$ cat config.mk
export PLATFORM = sky130hd
export DESIGN_NAME = ps2_host_tx
export DESIGN_NICKNAME = d
export VERILOG_FILES = /design/src/rtl/ps2_host_tx.sv
export SDC_FILE = /design/constraint.sdc
export NUM_CORES = 1
export LEC_CHECK = 0
export CAP_MARGIN = 5
export CORE_AREA = 2 2 73 75
export DETAILED_ROUTE_END_ITERATION = 16
export DIE_AREA = 0 0 75 77
export PLACE_DENSITY = 0.64
export SYNTH_ARGS = -nofsm -noshare
export SYNTH_HDL_FRONTEND = slang
export SYNTH_SLANG_ARGS = --single-unit
$ cat constraint.sdc
create_clock -name clk -period 5.7 [get_ports clk]
set_input_delay 1.425 -clock clk [delete_from_list [all_inputs] [get_ports clk]]
set_output_delay 1.425 -clock clk [all_outputs]
set_load 0.1 [all_outputs]
$ cat src/rtl/ps2_host_tx.sv
// PS/2 host-to-device command transmitter with open-drain line control.
// Optional watchdog abort is built in when PS2_TX_TIMEOUT_EN is defined.
module ps2_host_tx #(
    parameter int INHIBIT_CYCLES = 5000,
    parameter int TIMEOUT_CYCLES = 750000
) (
    input  logic       clk,
    input  logic       reset,
    input  logic [7:0] tx_data,
    input  logic       tx_valid,
    output logic       tx_ready,
    input  logic       ps2_clk,
    input  logic       ps2_data,
    output logic       ps2_clk_oe,
    output logic       ps2_data_oe,
    output logic       busy,
    output logic       done,
    output logic       ack_err,
    output logic       timeout
);

    localparam int INH_W = ($clog2(INHIBIT_CYCLES + 1) > 13) ? $clog2(INHIBIT_CYCLES + 1) : 13;

    typedef enum logic [2:0] {
        IDLE,
        INHIBIT,
        REQ,
        SHIFT,
        ACK,
        WAIT_IDLE
    } state_t;

    state_t           state;
    logic [1:0]       clk_sync;
    logic [1:0]       data_sync;
    logic             prev_sync_clk;
    logic             sync_clk;
    logic             sync_data;
    logic             clk_fall;
    logic [9:0]       shreg;
    logic [3:0]       bitcnt;
    logic [INH_W-1:0] inh_cnt;
    logic             ack_err_r;

    assign sync_clk  = clk_sync[1];
    assign sync_data = data_sync[1];
    assign clk_fall  = prev_sync_clk & ~sync_clk;

    // Idle-high reset values keep a reset from looking like a device clock edge.
    always_ff @(posedge clk) begin
        if (reset) begin
            clk_sync      <= 2'b11;
            data_sync     <= 2'b11;
            prev_sync_clk <= 1'b1;
        end else begin
            clk_sync      <= {clk_sync[0], ps2_clk};
            data_sync     <= {data_sync[0], ps2_data};
            prev_sync_clk <= sync_clk;
        end
    end

`ifdef PS2_TX_TIMEOUT_EN
    localparam int WD_W = $clog2(TIMEOUT_CYCLES + 1);

    logic [WD_W-1:0] wd_cnt;
    logic            wd_active;
    logic            wd_expire;

    assign wd_active = (state == SHIFT) || (state == ACK) || (state == WAIT_IDLE);
    assign wd_expire = wd_active && (wd_cnt == WD_W'(TIMEOUT_CYCLES - 1));
`else
    assign timeout = 1'b0;
`endif

    always_ff @(posedge clk) begin
        if (reset) begin
            state       <= IDLE;
            tx_ready    <= 1'b1;
            busy        <= 1'b0;
            ps2_clk_oe  <= 1'b0;
            ps2_data_oe <= 1'b0;
            done        <= 1'b0;
            ack_err     <= 1'b0;
            ack_err_r   <= 1'b0;
            shreg       <= '0;
            bitcnt      <= '0;
            inh_cnt     <= '0;
`ifdef PS2_TX_TIMEOUT_EN
            wd_cnt      <= '0;
            timeout     <= 1'b0;
`endif
        end else begin
            done    <= 1'b0;
            ack_err <= 1'b0;
`ifdef PS2_TX_TIMEOUT_EN
            timeout <= 1'b0;
`endif
            case (state)
                IDLE: begin
                    if (tx_valid && tx_ready) begin
                        shreg       <= {1'b1, ~^tx_data, tx_data};
                        inh_cnt     <= '0;
                        state       <= INHIBIT;
                        tx_ready    <= 1'b0;
                        busy        <= 1'b1;
                        ps2_clk_oe  <= 1'b1;
                        ps2_data_oe <= 1'b0;
                    end
                end
                INHIBIT: begin
                    if (inh_cnt == INH_W'(INHIBIT_CYCLES - 1)) begin
                        state       <= REQ;
                        ps2_data_oe <= 1'b1;
                    end else begin
                        inh_cnt <= inh_cnt + INH_W'(1);
                    end
                end
                REQ: begin
                    state      <= SHIFT;
                    ps2_clk_oe <= 1'b0;
                    bitcnt     <= '0;
`ifdef PS2_TX_TIMEOUT_EN
                    wd_cnt     <= '0;
`endif
                end
                // The start bit stays on the line until the first fall; each fall then presents the next bit.
                SHIFT: begin
                    if (clk_fall) begin
                        ps2_data_oe <= ~shreg[0];
                        shreg       <= {1'b0, shreg[9:1]};
                        bitcnt      <= bitcnt + 4'd1;
                        if (bitcnt == 4'd9) begin
                            state <= ACK;
                        end
                    end
                end
                ACK: begin
                    ps2_data_oe <= 1'b0;
                    if (clk_fall) begin
                        ack_err_r <= sync_data;
                        bitcnt    <= bitcnt + 4'd1;
                        state     <= WAIT_IDLE;
                    end
                end
                WAIT_IDLE: begin
                    if (sync_clk && sync_data) begin
                        done     <= 1'b1;
                        ack_err  <= ack_err_r;
                        state    <= IDLE;
                        tx_ready <= 1'b1;
                        busy     <= 1'b0;
                    end
                end
                default: begin
                    state       <= IDLE;
                    tx_ready    <= 1'b1;
                    busy        <= 1'b0;
                    ps2_clk_oe  <= 1'b0;
                    ps2_data_oe <= 1'b0;
                end
            endcase
`ifdef PS2_TX_TIMEOUT_EN
            if (wd_active && (wd_cnt != WD_W'(TIMEOUT_CYCLES))) begin
                wd_cnt <= wd_cnt + WD_W'(1);
            end
            // Abort wins over any frame progress made in the same cycle.
            if (wd_expire) begin
                state       <= IDLE;
                tx_ready    <= 1'b1;
                busy        <= 1'b0;
                ps2_clk_oe  <= 1'b0;
                ps2_data_oe <= 1'b0;
                done        <= 1'b0;
                ack_err     <= 1'b0;
                timeout     <= 1'b1;
            end
`endif
        end
    end

endmodule

==> results_dict.tcl <==
set metrics [dict create \
    status "finished clean" \
    wl_mm 4.50 \
    fillers 484 \
    grt_setup_unrepaired "no" \
    cts.path.max_buffers 2 \
    internal-power_mw 0.560 \
    number_of_nets_in_the_finished_design 285 \
    floorplan.die.height_um 77 \
    maximum_number_of_pins_on_one_net_before_global_route_repair 23 \
    first_global_vias 1696 \
    port_buffers 18 \
    antenna_violations_before_repair 0 \
    slew_headroom_pct 35.0 \
    synthFlopType "dfxtp_1" \
    vdd.ir_drop.worst_mv 0.127 \
    grt_use_met1_pct 25.0 \
    post-synth-top-count-cell "dfxtp_1" \
    layout.cells.non_filler 340 \
    top_level_ports 20 \
    routed_wire_length_per_instance_um 13.2 \
    post_cts.repair.setup_buffers 0 \
    holdCritPathClass "flop to flop" \
    synth_common_cells "dfxtp_1 (42), nand2_1 (33), a21oi_1 (15), nor2_1 (15), nand3_1 (14)" \
    setup_viol 0 \
    postSynthRegisterBits 42 \
    n_antenna_cell 0 \
    critPathBufInv 1 \
    fin_setup_tns_ns 0 \
    globalRoute.totalOverflow 0 \
    grt_first_pass_wirelength_mm 7.81 \
    cts_hold_buf 0 \
    synth_nets 273 \
    drt_pre_antenna_iters 4 \
    cts_max_level 2 \
    die_width_um 75 \
    gr-max-usage-layer "met2" \
    setup_clock_skew_after_layout_ns 0.00248 \
    worst_setup_hold_path_clk_slew_ns 0.08 \
    routed_via_density 5.62 \
    max_clock_freq_ghz 0.308 \
    synthDominantCellAreaShare_pct 39.0 \
    synthArstFlopShare_pct 0 \
    clock_insertion_delay_worst_skew_ns 0.29 \
    power.sequential.fraction_pct 42.6 \
    static-leakage-power_nw 0.876 \
    cts_num_sinks 42 \
    pwr_density_cell_nw_per_um2 315 \
    number_of_instances_in_the_synthesized_netlist 257 \
    min_period_over_period_pct 56.9 \
    worst_pin_slew_ns 0.972 \
    ctsResizeCount 0 \
    cts_made_buffers 5 \
    pwr-share-comb_pct 20.8 \
    timing.critical_path.max_delay_family "buffers and inverters" \
    timing_max_transition_violations_final 0 \
    fin_area_um2 2510 \
    cp_max_fo 4 \
    hold_violations 0 \
    drt.antenna.violating_nets 0 \
    finalWorstPathRequiredPeriod_ns 3.24 \
    worstPathArrival_ns 1.82 \
    die_area_um2 5780 \
    tritoncts "yes" \
    netlist_area_um2 2150 \
    count_of_maximum_capacitance_violations 0 \
    finalCoreUtilization_pct 50.4 \
    total_number_of_yosys_warnings 0 \
    crit_required_ns 4.28 \
    detailedRoute.firstIterationViolations 125 \
    grt.met3_usage_pct 3.15 \
    yosys.area.top_type "dfxtp_1" \
    share_of_synthesized_area_occupied_by_flip_flops_and_latches_pct 39.0 \
    grt_use_met2_pct 25.4 \
    routed-via-count 1910 \
    placement_cell_area_um2 2360 \
    synth-edff-count 0 \
    dp_hpwl_mm 3.18 \
    timing_worst_setup_path_type "flop to output port" \
    netlist-cell-type-count 56 \
    clock_tree.root_cell "clkbuf_8" \
    placement_rows 26 \
    clock_power_share_pct 36.7 \
    max_stage_delay_ns 1.15 \
    syn2layout_area_growth_pct 16.4 \
    power_after_layout_mw 0.790 \
    ys_top_cells_by_area "dfxtp_1 (39%), nand2_1 (5.7%), a311oi_1 (4.1%), a21oi_1 (3.5%), nand3_1 (3.3%)" \
    crit_path_top_delay_cell "clkdlybuf4s50_1" \
    core-area_um2 4980 \
    globalRouteTotalUtil_pct 17.1 \
    initial_core_util_pct 43.3 \
    critical_path.startpoint_type "flop" \
    synthesis.area_per_instance_um2 8.38 \
    post_route_cells_drive_above_1_share_pct 7.78 \
    residual_drc 0 \
    place.detailed.instances 331 \
    series_of_cell_instances_along_the_critical_path "clkdlybuf4s50_1" \
    swShare_pct 29.1 \
    category_of_the_worst_setup_path_capture_point "output port" \
    place.gp.congestion 0.804 \
    power.switching_mw 0.229 \
]
[cell usage in the layout (no fill, tap or decap), types with 7 or more instances in the layout]
cell type	Yosys	final
nand2_1	33	33
clkdlybuf4s50_1	0	18
nor3_1	7	7
a311oi_1	10	10
dfxtp_1	42	42
a21oi_1	15	15
nor2_1	15	15
nand3_1	14	14
[power by group through the flow]
stage                     sequential, mW  combinational (mW)  clock (mW)
after global routing               0.340               0.181       0.308
after floorplan                    0.362               0.107           0
after detailed placement           0.342               0.163           0
after global placement             0.342               0.161           0
after CTS                          0.336               0.163       0.298
final                              0.336               0.164       0.290
[registers in the layout, summed over array words and instances, names as in the netlist]
signal and flops:
state 3, shreg 10, data_sync 2, ack_err_r 1, bitcnt 4, ps2_clk_oe 1, ack_err 1, done 1
tx_ready 1, ps2_data_oe 1, prev_sync_clk 1, busy 1, clk_sync 2, inh_cnt 13
[through the flow]
stage,setup slack [ns],hold slack (ns)
final,2.46,0.413
after global routing,2.40,0.444
after CTS,2.45,0.418
after detailed placement,2.14,0.397
after global placement,2.20,0.393
after floorplan,3.09,0.389
[final cells by class]
cell class / count / area, µm² / area share (%)
inverter: 6 / 22.5 / 0.898
multi-input combinational: 194 / 1220 / 48.6
clock buffer: 6 / 82.6 / 3.29
timing repair buffer: 20 / 195 / 7.78
clock inverter: 2 / 60.1 / 2.40
tap: 70 / 87.6 / 3.49
sequential: 42 / 841 / 33.5
[final timing paths]
kind                                   end  depth (start not counted)  slack, ns                    from
hold reg to reg     clk_sync[1]$_SDFF_PP1_                          1       0.41  clk_sync[0]$_SDFF_PP1_
setup / recovery                  tx_ready                          1       2.46   tx_ready$_SDFFE_PP1P_
setup reg to reg  inh_cnt[12]$_SDFFE_PP0P_                          4       3.35   state[0]$_SDFFE_PP0P_
hold / removal      clk_sync[1]$_SDFF_PP1_                          1       0.41  clk_sync[0]$_SDFF_PP1_
[cells by family after synthesis]
logic type,after synthesis,synth area share [%]
fa+ha+maj,3,1.74
simple gates,118,29.4
buf+inv,21,4.41
compound gates,60,20.2
other cells,1,0.174
mux,4,1.86
flops,42,39.0
xor+xnor,8,3.25
[metal layers]
metal | wire length [µm] | up-vias
li1 | - | 957
met1 | 2280 | 890
met2 | 1930 | 57
met3 | 236 | 6
met4 | 54 | 0
met5 | 0 | -
Note: power is estimated with default switching activity, not from simulation.
==> RTL edit 1: new RTL, config.mk and constraints unchanged <==
Change the parameter `INHIBIT_CYCLES` from 5000 to 2500.
--- a/src/rtl/ps2_host_tx.sv
+++ b/src/rtl/ps2_host_tx.sv
@@ -2,5 +2,5 @@
 // Optional watchdog abort is built in when PS2_TX_TIMEOUT_EN is defined.
 module ps2_host_tx #(
-    parameter int INHIBIT_CYCLES = 5000,
+    parameter int INHIBIT_CYCLES = 2500,
     parameter int TIMEOUT_CYCLES = 750000
 ) (
Function: no difference found for any inputs over 10 cycles, from zero or initial values and one cycle with reset high; that may be too few to reach the edited logic, so the function may still have changed.
==> RTL edit 1 against the unedited design <==
Count of clock-buffer cells in the layout did not move; critical path depth unchanged; cell count down 7.6%; routed wire length shrank 17%; sequential cell count stayed put; hold slack better by 2.4 ps; total power is 9.6% higher; worst setup slack got worse by 10 ps; via count shrank 17%; synthesized cell count down 11%; synthesized area fell by 6.7%; cell area is 7.1% lower; utilization fell by 3.6 points; highest routed layer unchanged.
==> RTL edit 1: results (changes against the unedited design) <==
flop-to-flop setup slack 3200 ps (was 3350 ps); CP Max Fanout 4 (unchanged); post-synth cell types 46 (was 56); largest stage delay on the critical path 1150 ps (about the same); DPL Wire Length 2630 um (was 3180 um); Area after DPL 0.00222 mm^2 (was 0.00236 mm^2); final setup skew 8.15 ps (was 2.48 ps); Total Nets Final 260 (was 285); syn_nets 246 (was 273); post-synthesis sequential area ratio 41.8% (was 39.0%); Max-slew headroom 35.0% (about the same); DRT iter0 DRCs 57 (was 125); drt wl/cell 11.9 um (was 13.2 um); first-pass GRT wire length 6630 um (was 7810 um); GP Congestion 0.792 (was 0.804); peak supply drop 0.177 mV (was 0.127 mV); leakage dissipation 0.878 nW (was 0.876 nW); vias in the first global route 1467 (was 1696); layout filler cell count 481 (was 484); Via density 5.05 (was 5.62); Post-synth top cells dfxtp_1 (42), nor2_1 (33), nand2_1 (14), xnor2_1 (14) (was dfxtp_1 (42), nand2_1 (33), a21oi_1 (15), nor2_1 (15), nand3_1 (14)); synth top area cells dfxtp_1 (42%), nor2_1 (6.2%), xnor2_1 (6.1%) (was dfxtp_1 (39%), nand2_1 (5.7%), a311oi_1 (4.1%)); total track usage 14.5% (was 17.1%); area grow syn2layout 15.9% (was 16.4%); layout cells sized above 1 7.38% (was 7.78%); run status finished, final reports clean (unchanged); WHS 416 ps (was 413 ps)
-- RTL edit 1: report_power, final --
group | switching (mW) | internal, mW | leakage, nW
clock | 0.0992 | 0.140 | 0.0573
sequential | 0.0368 | 0.332 | 0.343
combinational | 0.170 | 0.0876 | 0.478
-- RTL edit 1: area by class of cell --
| type | instances | share of cell area, % |
|---|---|---|
| Clock buffer | 6 | 3.54 |
| Timing Repair Buffer | 19 | 8.06 |
| Sequential cell | 42 | 36.1 |
| Inverter | 7 | 1.13 |
| Clock inverter | 1 | 1.29 |
| Tap cell | 70 | 3.76 |
| Multi-Input combinational cell | 169 | 46.1 |
-- RTL edit 1: final timing paths --
kind,from,to
min,clk_sync[0],clk_sync[1]
max,tx_ready,tx_ready
max reg2reg,state[1],shreg[5]
min reg2reg,clk_sync[0],clk_sync[1]
-- RTL edit 1: logic make-up (layout without fill, tap and decap cells) --
group	count (synthesis)	count (layout)	synth area share (%)
compound gates	41	41	14.3
xor+xnor	18	18	7.84
fa+ha+maj	3	3	1.87
buf+inv	19	33	4.73
flops	42	42	41.8
mux	11	11	5.48
other cells	1	1	0.187
simple gates	95	95	23.8
-- RTL edit 1: metrics by stage --
| step | worst slack, ps | power, mW | util [%] | std cells |
|---|---|---|---|---|
| finish | 2450 | 0.866 | 46.8 | 314 |
| global route | 2390 | 0.924 | 46.8 | 314 |
| CTS | 2430 | 0.876 | 46.8 | 314 |
| detailed placement | 2410 | 0.634 | 44.5 | 307 |
| global placement | 2460 | 0.633 | 44.5 | 307 |
| floorplan | 2980 | 0.591 | - | 230 |
-- RTL edit 1: layer usage --
layer  up-vias  global-route usage, %  wire [um]
li1        832                      -          -
met1       731                   19.9       1860
met2        20                   21.2       1690
met3         3                   5.78        161
met4         0                   3.21         31
met5         -                      0          0
==> RTL edit 2: new RTL, same flow settings <==
Made on the original files. Encoding of `state_t`: now one-hot (6 bits for 6 states).
--- a/src/rtl/ps2_host_tx.sv
+++ b/src/rtl/ps2_host_tx.sv
@@ -22,11 +22,11 @@
     localparam int INH_W = ($clog2(INHIBIT_CYCLES + 1) > 13) ? $clog2(INHIBIT_CYCLES + 1) : 13;
 
-    typedef enum logic [2:0] {
-        IDLE,
-        INHIBIT,
-        REQ,
-        SHIFT,
-        ACK,
-        WAIT_IDLE
+    typedef enum logic [5:0] {
+        IDLE      = 6'b000001,
+        INHIBIT   = 6'b000010,
+        REQ       = 6'b000100,
+        SHIFT     = 6'b001000,
+        ACK       = 6'b010000,
+        WAIT_IDLE = 6'b100000
     } state_t;
 
Check against the original RTL: no difference found for any inputs over 10 cycles, from zero or initial values and one cycle with reset high; not proved beyond that.
==> RTL edit 2 against the unedited design <==
Non-clock buffer count down 1; via count down 6.3%; sequential cell count up 3; maximum frequency up 0.60%; routed wire length down 9.3%; total power down 8.1%; cell area down 3.2%; worst setup slack better by 19 ps; synthesized area down 0.46%; highest routed layer unchanged.
==> RTL edit 2: results (changes against the unedited design) <==
final non-filler cell total 341 (was 340); DPL Wire Length 2840 um (was 3180 um); leakage dissipation 0.874 nW (was 0.876 nW); GP Congestion 0.769 (was 0.804); final setup skew 3.54 ps (was 2.48 ps); run status finished, final reports clean (unchanged); flop-to-flop setup slack 3200 ps (was 3350 ps); layout cells sized above 1 7.01% (was 7.78%); DR vias 1789 (was 1910); Critical Path AT 1800 ps (was 1820 ps); DRT iter0 DRCs 94 (was 125); worst-margin pin slew 969 ps (was 972 ps); reg-to-reg startpoint state[2] (was state[0]); hold crit path type flip-flop to flip-flop (unchanged); vias in the first global route 1613 (was 1696); largest net degree at the start of global routing 37 (was 23); CP Max Fanout 2 (was 4); Area after DPL 0.00234 mm^2 (was 0.00236 mm^2); Yosys warning total 0 (unchanged); biggest regs inh_cnt: 13 flops, shreg: 10 flops, state: 6 flops (was inh_cnt: 13 flops, shreg: 10 flops, bitcnt: 4 flops); clock share of power 26.0% (was 36.7%); synth top area cells dfxtp_1 (42%), nand2_1 (5.1%), nor2_1 (4.9%) (was dfxtp_1 (39%), nand2_1 (5.7%), a311oi_1 (4.1%)); total track usage 15.9% (was 17.1%); cell count of the worst reg-to-reg path 5 (was 4); power share of the combinational group 24.5% (was 20.8%); DRC 0 (unchanged); post-synth cell types 46 (was 56); syn_nets 275 (was 273); Placed Instances 333 (was 331); Worst R2R End state[0] (was inh_cnt[12]); cell count after synthesis 259 (was 257); Adder-Cell Fraction of Synth Area 1.75% (was 1.74%); Internal 489 uW (was 560 uW); CTS clk-pin slew, worst paths 80 ps (about the same); Hold Crit Depth 1 (unchanged); peak supply drop 0.104 mV (was 0.127 mV); port buffer count 18 (unchanged); WHS 412 ps (was 413 ps); clock tree buffer depth 2 (unchanged); drt wl/cell 12.0 um (was 13.2 um); Logic power comb 178 uW (was 164 uW); first-pass GRT wire length 7250 um (was 7810 um); post-synthesis sequential area ratio 42.0% (was 39.0%); Post-Synth XOR/XNOR Area 5.31% (was 3.25%); Total Nets Final 286 (was 285); compound-gate portion of the synthesized area 15.7% (was 20.2%); multiplexer share of the synthesized area 0.933% (was 1.86%); Post-synth top cells dfxtp_1 (45), nand2_1 (29), nor2_1 (28), nand3_1 (13), a21oi_1 (11) (was dfxtp_1 (42), nand2_1 (33), a21oi_1 (15), nor2_1 (15), nand3_1 (14))
## RTL edit 2: cell types whose count changed after synthesis, moves of 3 or more
cell	change
nor3_1	+3
o21ai_0	+4
and3_1	-3
nor2_1	+13
xor2_1	+4
a21oi_1	-4
dfxtp_1	+3
nand2_1	-4
or3_1	+5
o21a_1	-3
## RTL edit 2: worst max-delay path by stage
| stage | from | to | slack, ps | cells past startpoint |
|---|---|---|---|---|
| 4_1_cts | ps2_data_oe | ps2_data_oe | 2460 | 1 |
| 3_3_place_gp | tx_valid | inh_cnt[5] | 2490 | 6 |
| 5_1_grt | tx_ready | tx_ready | 2420 | 1 |
| 6_report | ps2_data_oe | ps2_data_oe | 2480 | 1 |
| 3_5_place_dp | tx_valid | inh_cnt[5] | 2470 | 6 |
| 2_1_floorplan | tx_valid | inh_cnt[5] | 3130 | 5 |
## RTL edit 2: cells by family after synthesis
logic type      after synthesis
buf+inv                      22
xor+xnor                     13
flops                        45
other cells                   1
simple gates                124
fa+ha+maj                     3
mux                           2
compound gates               49
## RTL edit 2: layer usage
layer,up-vias,wire length (um),GRT usage [%]
met5,-,0,0
met2,36,1700,23.2
li1,926,-,-
met4,0,69,6.43
met1,821,2130,21.6
met3,6,183,4.73
## RTL edit 2: cell type report
type | count | area, um^2
sequential | 45 | 901
clock inverter | 2 | 10.0
clock buffer | 6 | 72.6
multi-input combinational | 192 | 1140
timing repair buffer | 19 | 188
inverter | 7 | 26.3
tap | 70 | 87.6
fill | 500 | 2550
## RTL edit 2: worst reg2reg max path: stages (launching register included)
cell and delay [ps]:
dfxtp_1 370, nor4_1 660, nand2_1 450, o221ai_1 450, nor3_1 140, or3_1 320
